[src/rtl/sd_sector_cache_pkg.sv]
// Shared definitions for the single-sector SD read cache: state encoding,
// sector geometry and the SD read-address formatting helper.
package sd_sector_cache_pkg;

    localparam int SECTOR_BYTES = 512;
    localparam int OFFSET_W     = 9;
    localparam int TAG_W        = 32 - OFFSET_W;
    localparam int WCNT_W       = 10;

    typedef enum logic [2:0] {
        ST_IDLE,
        ST_HIT,
        ST_RESP,
        ST_ISSUE,
        ST_FILL,
        ST_DRAIN,
        ST_FAIL
    } state_t;

    // SDHC cards take a sector number, SDSC cards take the byte offset of the sector.
    function automatic logic [31:0] calcSdAddr(input logic blockAddressed,
                                               input logic [TAG_W-1:0] sector);
        if (blockAddressed) begin
            return {{OFFSET_W{1'b0}}, sector};
        end
        return {sector, {OFFSET_W{1'b0}}};
    endfunction

endpackage

[src/rtl/sd_sector_cache_if.sv]
// Client-side request/response bus of the sector cache. The client drives
// requests and invalidate pulses; the cache answers with ready and data.
interface sd_sector_cache_if;

    logic        req_valid;
    logic [31:0] req_addr;
    logic        req_ready;
    logic        invalidate;
    logic        rsp_valid;
    logic [7:0]  rsp_data;

    modport master (
        output req_valid,
        output req_addr,
        output invalidate,
        input  req_ready,
        input  rsp_valid,
        input  rsp_data
    );

    modport slave (
        input  req_valid,
        input  req_addr,
        input  invalidate,
        output req_ready,
        output rsp_valid,
        output rsp_data
    );

endinterface

[src/rtl/sd_sector_cache_ram.sv]
// 512x8 sector buffer: one write port, one registered read port, no reset on
// the contents so it maps onto a block RAM.
module sector_buf_ram
    import sd_sector_cache_pkg::*;
(
    input  logic                i_clock,
    input  logic                i_wr_en,
    input  logic [OFFSET_W-1:0] i_wr_addr,
    input  logic [7:0]          i_wr_data,
    input  logic                i_rd_en,
    input  logic [OFFSET_W-1:0] i_rd_addr,
    output logic [7:0]          o_rd_data
);

    logic [7:0] r_mem [SECTOR_BYTES];
    logic [7:0] r_rdData;

    // Write port: one byte per enabled cycle.
    always_ff @(posedge i_clock) begin
        if (i_wr_en) begin
            r_mem[i_wr_addr] <= i_wr_data;
        end
    end

    // Registered read port: data appears the cycle after the read is issued.
    always_ff @(posedge i_clock) begin
        if (i_rd_en) begin
            r_rdData <= r_mem[i_rd_addr];
        end
    end

    assign o_rd_data = r_rdData;

endmodule

[src/rtl/sd_sector_cache.sv]
// Single-sector read cache in front of the SD SPI reader. Hits are served from
// the sector buffer; a miss fetches the whole sector, then answers the request.
// A fetch that exceeds TIMEOUT_CYCLES parks the block in a sticky error state.
module sd_sector_cache
    import sd_sector_cache_pkg::*;
#(
    parameter bit          BLOCK_ADDRESSED = 1'b1,
    parameter int unsigned TIMEOUT_CYCLES  = 32'd16777216
) (
    input  logic             i_clock,
    input  logic             i_reset,
    sd_sector_cache_if.slave bus,
    output logic             o_error,
    input  logic             i_sd_idle,
    output logic             o_sd_begin_read,
    output logic [31:0]      o_sd_addr,
    input  logic             i_sd_valid_read,
    input  logic             i_sd_byte_ready,
    input  logic [7:0]       i_sd_byte
);

    state_t              r_state;
    logic [TAG_W-1:0]    r_tag;
    logic                r_tagV;
    logic [31:0]         r_addr;
    logic                r_invSeen;
    logic [WCNT_W-1:0]   r_wcnt;
    logic                r_cap;
    logic [31:0]         r_tcnt;
    logic                r_rspValid;
    logic                r_sdBegin;
    logic [31:0]         r_sdAddr;
    logic                r_error;

    logic                w_reqReady;
    logic                w_accept;
    logic                w_hit;
    logic                w_wrEn;
    logic                w_rdEn;
    logic                w_timeout;
    logic [7:0]          w_rdData;

    assign w_reqReady = (r_state == ST_IDLE) && !i_reset;
    assign w_accept   = bus.req_valid && w_reqReady;
    assign w_hit      = r_tagV && !bus.invalidate && (r_tag == bus.req_addr[31:OFFSET_W]);
    assign w_wrEn     = (r_state == ST_FILL) && r_cap && i_sd_valid_read
                        && (r_wcnt < WCNT_W'(SECTOR_BYTES));
    assign w_rdEn     = (r_state == ST_HIT);
    assign w_timeout  = (r_tcnt >= (TIMEOUT_CYCLES - 32'd1));

    assign bus.req_ready   = w_reqReady;
    assign bus.rsp_valid   = r_rspValid;
    assign bus.rsp_data    = r_rspValid ? w_rdData : 8'd0;
    assign o_error         = r_error;
    assign o_sd_begin_read = r_sdBegin;
    assign o_sd_addr       = r_sdAddr;

    sector_buf_ram u_buf (
        .i_clock   (i_clock),
        .i_wr_en   (w_wrEn),
        .i_wr_addr (r_wcnt[OFFSET_W-1:0]),
        .i_wr_data (i_sd_byte),
        .i_rd_en   (w_rdEn),
        .i_rd_addr (r_addr[OFFSET_W-1:0]),
        .o_rd_data (w_rdData)
    );

    // Request/fetch controller; an invalidate seen anywhere in the fetch keeps the new sector untagged.
    always_ff @(posedge i_clock) begin
        if (i_reset) begin
            r_state    <= ST_IDLE;
            r_tag      <= '0;
            r_tagV     <= 1'b0;
            r_addr     <= '0;
            r_invSeen  <= 1'b0;
            r_wcnt     <= '0;
            r_cap      <= 1'b0;
            r_tcnt     <= '0;
            r_rspValid <= 1'b0;
            r_sdBegin  <= 1'b0;
            r_sdAddr   <= '0;
            r_error    <= 1'b0;
        end else begin
            r_cap      <= i_sd_byte_ready;
            r_rspValid <= 1'b0;
            if (bus.invalidate) begin
                r_tagV <= 1'b0;
            end
            case (r_state)
                ST_IDLE: begin
                    if (w_accept) begin
                        r_addr <= bus.req_addr;
                        if (w_hit) begin
                            r_state <= ST_HIT;
                        end else begin
                            r_tagV    <= 1'b0;
                            r_invSeen <= 1'b0;
                            r_tcnt    <= '0;
                            r_wcnt    <= '0;
                            r_sdAddr  <= calcSdAddr(BLOCK_ADDRESSED, bus.req_addr[31:OFFSET_W]);
                            r_sdBegin <= i_sd_idle;
                            r_state   <= ST_ISSUE;
                        end
                    end
                end
                ST_HIT: begin
                    r_rspValid <= 1'b1;
                    r_state    <= ST_RESP;
                end
                ST_RESP: begin
                    r_state <= ST_IDLE;
                end
                ST_ISSUE, ST_FILL, ST_DRAIN: begin
                    r_tcnt <= r_tcnt + 32'd1;
                    if (bus.invalidate) begin
                        r_invSeen <= 1'b1;
                    end
                    if (w_timeout) begin
                        r_state   <= ST_FAIL;
                        r_error   <= 1'b1;
                        r_sdBegin <= 1'b0;
                        r_tagV    <= 1'b0;
                    end else if (r_state == ST_ISSUE) begin
                        if (!r_sdBegin) begin
                            if (i_sd_idle) begin
                                r_sdBegin <= 1'b1;
                            end
                        end else if (!i_sd_idle) begin
                            r_sdBegin <= 1'b0;
                            r_wcnt    <= '0;
                            r_state   <= ST_FILL;
                        end
                    end else if (r_state == ST_FILL) begin
                        if (w_wrEn) begin
                            r_wcnt <= r_wcnt + WCNT_W'(1);
                        end
                        if (r_wcnt == WCNT_W'(SECTOR_BYTES)) begin
                            r_state <= ST_DRAIN;
                        end
                    end else begin
                        if (i_sd_idle) begin
                            r_tag   <= r_addr[31:OFFSET_W];
                            r_tagV  <= !r_invSeen && !bus.invalidate;
                            r_state <= ST_HIT;
                        end
                    end
                end
                ST_FAIL: begin
                    r_error <= 1'b1;
                end
                default: begin
                    r_state <= ST_IDLE;
                end
            endcase
        end
    end

endmodule

[src/flat_wrapper.sv]
// flat-port wrapper written by rule: the top's interface ports become plain ports
module sd_sector_cache_flat import sd_sector_cache_pkg::*;
#(
    parameter bit          BLOCK_ADDRESSED = 1'b1,
    parameter int unsigned TIMEOUT_CYCLES  = 32'd16777216
)
  (i_clock, i_reset, o_error, i_sd_idle, o_sd_begin_read, o_sd_addr, i_sd_valid_read, i_sd_byte_ready, i_sd_byte, bus_req_valid, bus_req_addr, bus_invalidate, bus_req_ready, bus_rsp_valid, bus_rsp_data);
  sd_sector_cache_if bus_i ();
  input  logic i_clock;
  input  logic i_reset;
  output logic o_error;
  input  logic i_sd_idle;
  output logic o_sd_begin_read;
  output logic [31:0] o_sd_addr;
  input  logic i_sd_valid_read;
  input  logic i_sd_byte_ready;
  input  logic [7:0] i_sd_byte;
  input wire logic [$bits(bus_i.req_valid)-1:0] bus_req_valid;
  input wire logic [$bits(bus_i.req_addr)-1:0] bus_req_addr;
  input wire logic [$bits(bus_i.invalidate)-1:0] bus_invalidate;
  output wire logic [$bits(bus_i.req_ready)-1:0] bus_req_ready;
  output wire logic [$bits(bus_i.rsp_valid)-1:0] bus_rsp_valid;
  output wire logic [$bits(bus_i.rsp_data)-1:0] bus_rsp_data;
  assign bus_i.req_valid = bus_req_valid;
  assign bus_i.req_addr = bus_req_addr;
  assign bus_i.invalidate = bus_invalidate;
  assign bus_req_ready = bus_i.req_ready;
  assign bus_rsp_valid = bus_i.rsp_valid;
  assign bus_rsp_data = bus_i.rsp_data;
  sd_sector_cache #(.BLOCK_ADDRESSED(BLOCK_ADDRESSED), .TIMEOUT_CYCLES(TIMEOUT_CYCLES)) u_core (.i_clock(i_clock), .i_reset(i_reset), .bus(bus_i), .o_error(o_error), .i_sd_idle(i_sd_idle), .o_sd_begin_read(o_sd_begin_read), .o_sd_addr(o_sd_addr), .i_sd_valid_read(i_sd_valid_read), .i_sd_byte_ready(i_sd_byte_ready), .i_sd_byte(i_sd_byte));
endmodule
[config.mk]
export PLATFORM = sky130hd
export DESIGN_NAME = sd_sector_cache_flat
export DESIGN_NICKNAME = d
export VERILOG_FILES = /design/src/rtl/sd_sector_cache_pkg.sv /design/src/rtl/sd_sector_cache_if.sv /design/src/rtl/sd_sector_cache_ram.sv /design/src/rtl/sd_sector_cache.sv /design/src/flat_wrapper.sv
export SDC_FILE = /design/constraint.sdc
export NUM_CORES = 2
export LEC_CHECK = 0
export CORE_MARGIN = 10
export CORE_UTILIZATION = 54
export CTS_BUF_LIST = sky130_fd_sc_hd__clkbuf_2
export DETAILED_ROUTE_END_ITERATION = 8
export PLACE_DENSITY = 0.77
export SYNTH_ARGS = -nofsm -noshare
export SYNTH_HDL_FRONTEND = slang
export SYNTH_SLANG_ARGS = --single-unit
export TNS_END_PERCENT = 1
[constraint.sdc]
create_clock -name i_clock -period 5.2 [get_ports i_clock]
set_clock_uncertainty 0.1 [all_clocks]
set_input_delay 0.78 -clock i_clock [delete_from_list [all_inputs] [get_ports i_clock]]
set_output_delay 0.78 -clock i_clock [all_outputs]
set_load 0.01 [all_outputs]
; Yosys cells after proc, flatten, opt, wreduce, memory -nomap -nowiden
; Memories as Yosys holds them, arrays and structs flattened. A register that Yosys moved wholly into a read port is not among the register bits.
; Cells that the tools add are included.
[totals]
register_bits = 138
ramBits = 4096
input_bits = 47
output_inout_bits = 44
mem_count = 1
[op_classes]
n_addsub = 2
n_lt_le_gt_ge = 2
n_eq_ne = 21
n_mux = 51
n_bitwise = 5
n_reduce_logical = 24
[mem_list]
columns = name, depth, word_bits, rd, rd_ports_with_merged_regs, write_ports, line
row1 = u_core.u_buf.r_mem, 512, 8, 1, 1, 1, sd_sector_cache_ram.sv:15  ; logic [7:0] r_mem [SECTOR_BYTES];
[ops]
columns = operator, n
row1 = 2-to-1 mux 32 bit, 3
row2 = 2-to-1 mux 10 bit, 8
row3 = case mux 32 bit (2 select lines), 1
row4 = adder 32 x 1 -> 32 bit (second input constant), 1
row5 = >= comparator 32 x 24 -> 1 bit (second input constant), 1
row6 = 2-to-1 mux 3 bit, 8
row7 = == test 23 bit, 1
row8 = 2-to-1 mux 1 bit, 23
row9 = case mux 10 bit (2 select lines), 1
row10 = case mux 3 bit (4 select lines), 1
row11 = adder 10 x 1 -> 10 bit (second input constant), 1
row12 = == test 10 bit (second input constant), 1
row13 = less-than comparator 10 bit (second input constant), 1
row14 = == test 3 bit (second input constant), 3
row15 = logical AND 1 bit, 8
row16 = 2-to-1 mux 8 bit, 1
row17 = case mux 1 bit (2 select lines), 4
row18 = AND reduction 4 bit, 2
row19 = AND reduction 8 bit, 1
row20 = inequality test 2 bit (second input constant), 3
row21 = inequality test 3 x 1 -> 1 bit (second input constant), 2
row22 = inequality test 3 x 2 -> 1 bit (second input constant), 2
row23 = AND reduction 3 bit, 2
row24 = AND reduction 6 bit, 1
row25 = 16 further kinds, 25

; Logic depth before layout (Yosys ltp)
[logic_depth]
depth_word = 9
mapped_depth = 13
depth_no_buf = 8

; Hierarchy
; From an unflattened synthesis, not the netlist that was laid out.
[hier_totals]
hier_cells = 8726
hier_area_um2 = 165857.8
[modules_own_cells]
columns = module, instances, cells_each, area_each_um2, seq_area_each_um2
row1 = sector_buf_ram, 1, 8030, 160007.2, 123238.2
row2 = sd_sector_cache, 1, 696, 5850.6, 2582.5

; Least setup slack after synthesis
; OpenSTA, ideal clock, no wires.
[synth_path]
kind = input to register
start = input port i_reset
end = register u_core.r_tcnt[13]
t_arrival_ns = 2.682
required_ns = 5.028
slack_ns = 2.346
cell_stages = 8
path_buffers = 2
cell_sequence = nor4_1 > and2_1 > buf_2 > o31a_1 > buf_2 > o21bai_1 > a2111oi_0 > mux2i_1
[synth_between]
elab_chain_len = 5
[synth_lines]
columns = element, line
row1 = from (decl), flat_wrapper.sv:10  ; input logic i_reset;
row2 = logical NOT 1 bit, sd_sector_cache.sv:43  ; assign w_reqReady = (r_state == ST_IDLE) && !i_reset;
row3 = logical AND 1 bit, sd_sector_cache.sv:43
row4 = logical AND 1 bit, sd_sector_cache.sv:44  ; assign w_accept = bus.req_valid && w_reqReady;
row5 = inequality test 2 x 1 -> 1 bit (no source line), n/a
row6 = AND reduction 3 bit (no source line), n/a
row7 = to (signal assigned), sd_sector_cache.sv:114  ; r_tcnt <= r_tcnt + 32'd1;
row8 = to (decl), sd_sector_cache.sv:29  ; logic [31:0] r_tcnt;
; Several ways; a longest one is shown, not always the timed one.
; A chain may end at the register's enable or synchronous reset.

==> flow_summary.json <==
{
  "die_h_um": 577,
  "start_kind": "flop",
  "ant_nets": 0,
  "synth_cell_type_count": 92,
  "crit_required_ps": 6940,
  "p_leak_nw": 57.2,
  "cts_tree": "yes",
  "cp_top_family": "simple AND/OR/NAND/NOR gates",
  "synth_ff_type": "edfxtp_1",
  "synth_cells": 9011,
  "use_met3_pct": 9.46,
  "die_x_um": 577,
  "grt_overflow_total": 0,
  "fillers": 22000,
  "htree_levels": 6,
  "ys_warn_count": 0,
  "wl_per_cell_um": 31.7,
  "tightestPinTransition_ps": 1530,
  "crit_end": "u_core.u_buf.o_rd_data[6]",
  "r2r_cells": 9,
  "areaGrowthSynthToFinish_pct": 9.53,
  "fin_setup_tns_ps": 0,
  "nets": 9942,
  "arrival_ps": 6770,
  "holdCritPathClass": "input port to flop",
  "reg2reg_slack_ps": 170,
  "cp_max_fo": 33,
  "worstSkewPairLatency_ps": 2140,
  "synth_seq_cells": 4233,
  "setup_viol": 0,
  "grt_max_degree": 181,
  "clk_pin_slew_worst_paths_ps": 110,
  "met1_usage_pct": 35.4,
  "synth.most_common_cell": "edfxtp_1",
  "hold_violations": 0,
  "synth.largest_area_cell": "edfxtp_1",
  "post-route-drc-count": 1,
  "clockRootBuffer": "clkbuf_2",
  "post_drt_via_cell_ratio": 6.57,
  "drt_iter0_drc": 15800,
  "outcome": "finished with violations",
  "synth_area_leaders": "edfxtp_1 74%, mux4_2 8.0%, mux2i_1 5.1%",
  "cts_buffer_depth": 4,
  "cts_setup_buffers": 0,
  "slew_viol_final": 9,
  "avgSynthCellArea_sq_um": 18.6,
  "fin_crit_ps": 5030,
  "cp_slowest_cell": "dfxtp_4",
  "period_share_pct": 96.7,
  "fin_total_pwr_w": 0.0638,
  "path_cells": "buf_12 > buf_4 > nand2_2 > o22ai_1 > a211oi_1 > or3_1 > o21ai_0 > nor4b_2 > and4_1",
  "crit_start": "u_core.r_addr[0]",
  "ir_drop_mv": 0.192,
  "max_cap_viol_count": 1,
  "top_level_ports": 91,
  "dp_hpwl_um": 283000,
  "synth-edff-count": 4104,
  "via_count": 97400,
  "reg2reg_from": "u_core.r_addr[0]",
  "firstDrtPassIters": 9,
  "place_congestion": 0.944,
  "rows": 204,
  "criticalPathCategory": "flop to flop",
  "fmax_mhz": 199,
  "cpPeakStageDelay_ps": 810,
  "powerDensity_nw_per_um2": 348,
  "drive_above_1_share_pct": 24.0,
  "yosysSeqAreaShare_pct": 75.1,
  "critPathBufInv": 2,
  "start_util_pct": 54.3,
  "grt_pass1_vias": 96200,
  "async_reset_ff_share_pct": 0,
  "met2_usage_pct": 40.8,
  "antenna_found_initial": 28,
  "cts_buffers": 955,
  "clkSinkCount": 4233,
  "grt.total_usage_pct": 27.5,
  "wirelength_um": 470000,
  "top_usage_layer": "met2",
  "rr_endpoint": "u_core.u_buf.o_rd_data[6]",
  "relSlewSlack_pct": -2.61,
  "place.port_buffers": 81,
  "critPathCaptureType": "flop",
  "violations": "DRC, capacitance limit, slew limit",
  "rsz0062_at_grt": "no",
  "die_area_sq_um": 333000,
  "crit_cells": 9,
  "core_sq_um": 309000,
  "netlist_area_sq_um": 168000,
  "synthTopCellsByCount": "4104 x edfxtp_1, 849 x mux2i_1, 666 x nor2_1, 594 x mux4_2, 307 x nand2_1",
  "netlist.area_leader.share_pct": 73.5,
  "grt_pass1_wl_um": 672000
}
## state kept, by name, summed over array words and instances (netlist names)
| register | cells |
|---|---|
| u_core.r_wcnt | 10 |
| u_core.r_tagV | 1 |
| u_core.r_cap | 1 |
| u_core.u_buf.o_rd_data | 8 |
| u_core.r_addr | 32 |
| u_core.r_state | 3 |
| u_core.r_tag | 23 |
| u_core.bus.rsp_valid | 1 |
| u_core.r_tcnt | 32 |
| u_core.r_invSeen | 1 |
| u_core.u_buf.r_mem | 4096 |
| u_core.o_sd_addr | 23 |
| u_core.o_sd_begin_read | 1 |
| u_core.o_error | 1 |
## how the worst min path moves through the flow
stage               cells past startpoint                      to  slack [ps]              start
floorplan                               2         u_core.r_tag[0]         340   u_core.r_addr[9]
global placement                        2        u_core.r_tag[13]         340  u_core.r_addr[22]
detailed placement                      2        u_core.r_tag[11]         350  u_core.r_addr[20]
CTS                                     4  u_core.o_sd_begin_read          30          i_sd_idle
global route                            4  u_core.o_sd_begin_read          70          i_sd_idle
finish                                  4  u_core.o_sd_begin_read         180          i_sd_idle
## final cells by class
type / count / area (sq um) / area share [%]
Inverter: 12 / 60.1 / 0.0327
Tap cell: 4120 / 5150 / 2.81
Sequential cell: 4233 / 126000 / 68.6
Multi-Input combinational cell: 4170 / 38200 / 20.8
Timing Repair Buffer: 518 / 5390 / 2.94
Clock inverter: 294 / 1590 / 0.868
Antenna cell: 27 / 67.6 / 0.0368
Clock buffer: 1436 / 7190 / 3.92
## metal layers
metal | wire (um) | share of wire, %
met2 | 211000 | 45
met1 | 159000 | 34
met4 | 32000 | 6.8
met5 | 129 | 0.027
met3 | 66400 | 14
## cell usage in the layout, fill, tap and decap left out, drive strengths merged, types with 13 or more instances in the layout
cell type	n
nand2	308
and3	19
or3	44
nand3	83
a21oi	227
nand2b	16
mux4	621
a221oi	32
o211ai	16
dfxtp	129
inv	37
or4	13
diode	27
clkdlybuf4s50	72
xor2	23
nor3	110
nand4	33
and2	48
nor2b	20
o221ai	231
o22ai	227
a2111oi	15
a31oi	36
edfxtp	4104
o21ai	150
nor4	47
dlygate4sd3	93
clkinv	252
o31ai	18
a211oi	48
mux2	48
a22oi	27
clkbuf	1436
nor2	666
nand3b	32
mux2i	849
buf	353
## power breakdown
group,internal [W],switching [W],leakage (nW)
clock network,0.00789,0.0131,6.70
logic,0.00183,0.00353,12.6
registers,0.0374,0.0000832,37.9
## through the flow
| step | cell area, sq um | instances | hold WS, ps | util (%) | setup WS [ps] |
|---|---|---|---|---|---|
| after floorplan | 168000 | 9019 | 336 | - | 2350 |
| after global routing | 183000 | 14800 | 70.1 | 59.4 | 236 |
| final | 184000 | 14800 | 180 | 59.4 | 170 |
| after CTS | 183000 | 14800 | 32.2 | 59.4 | 98.0 |
| after global placement | 174000 | 13000 | 341 | 56.2 | 198 |
| after detailed placement | 174000 | 13000 | 349 | 56.2 | 210 |
## cells by family (layout without fill, tap and decap cells)
logic type	count (synthesis)	count (layout)	synth area share, %
compound gates	1129	1129	4.59
xor+xnor	30	30	0.157
fa+ha+maj	5	5	0.0373
buf+inv	616	2260	2.29
flops	4233	4233	75.1
mux	1518	1518	13.8
other cells	1	36	0.00224
simple gates	1479	1479	4.03
## repair_timing
item                                    in CTS  in global routing
hold endpoints to repair                  4225                  0
gates resized for setup                      0                  1
endpoints found under the setup margin       0                  1
hold buffers                               101                  0
## tightest hold or removal path: stages
cell and delay [ps]:
dlygate4sd3_1 560, clkdlybuf4s50_1 590, nor2_1 170, a2111oi_0 70
(Power assumes the default switching activity.)
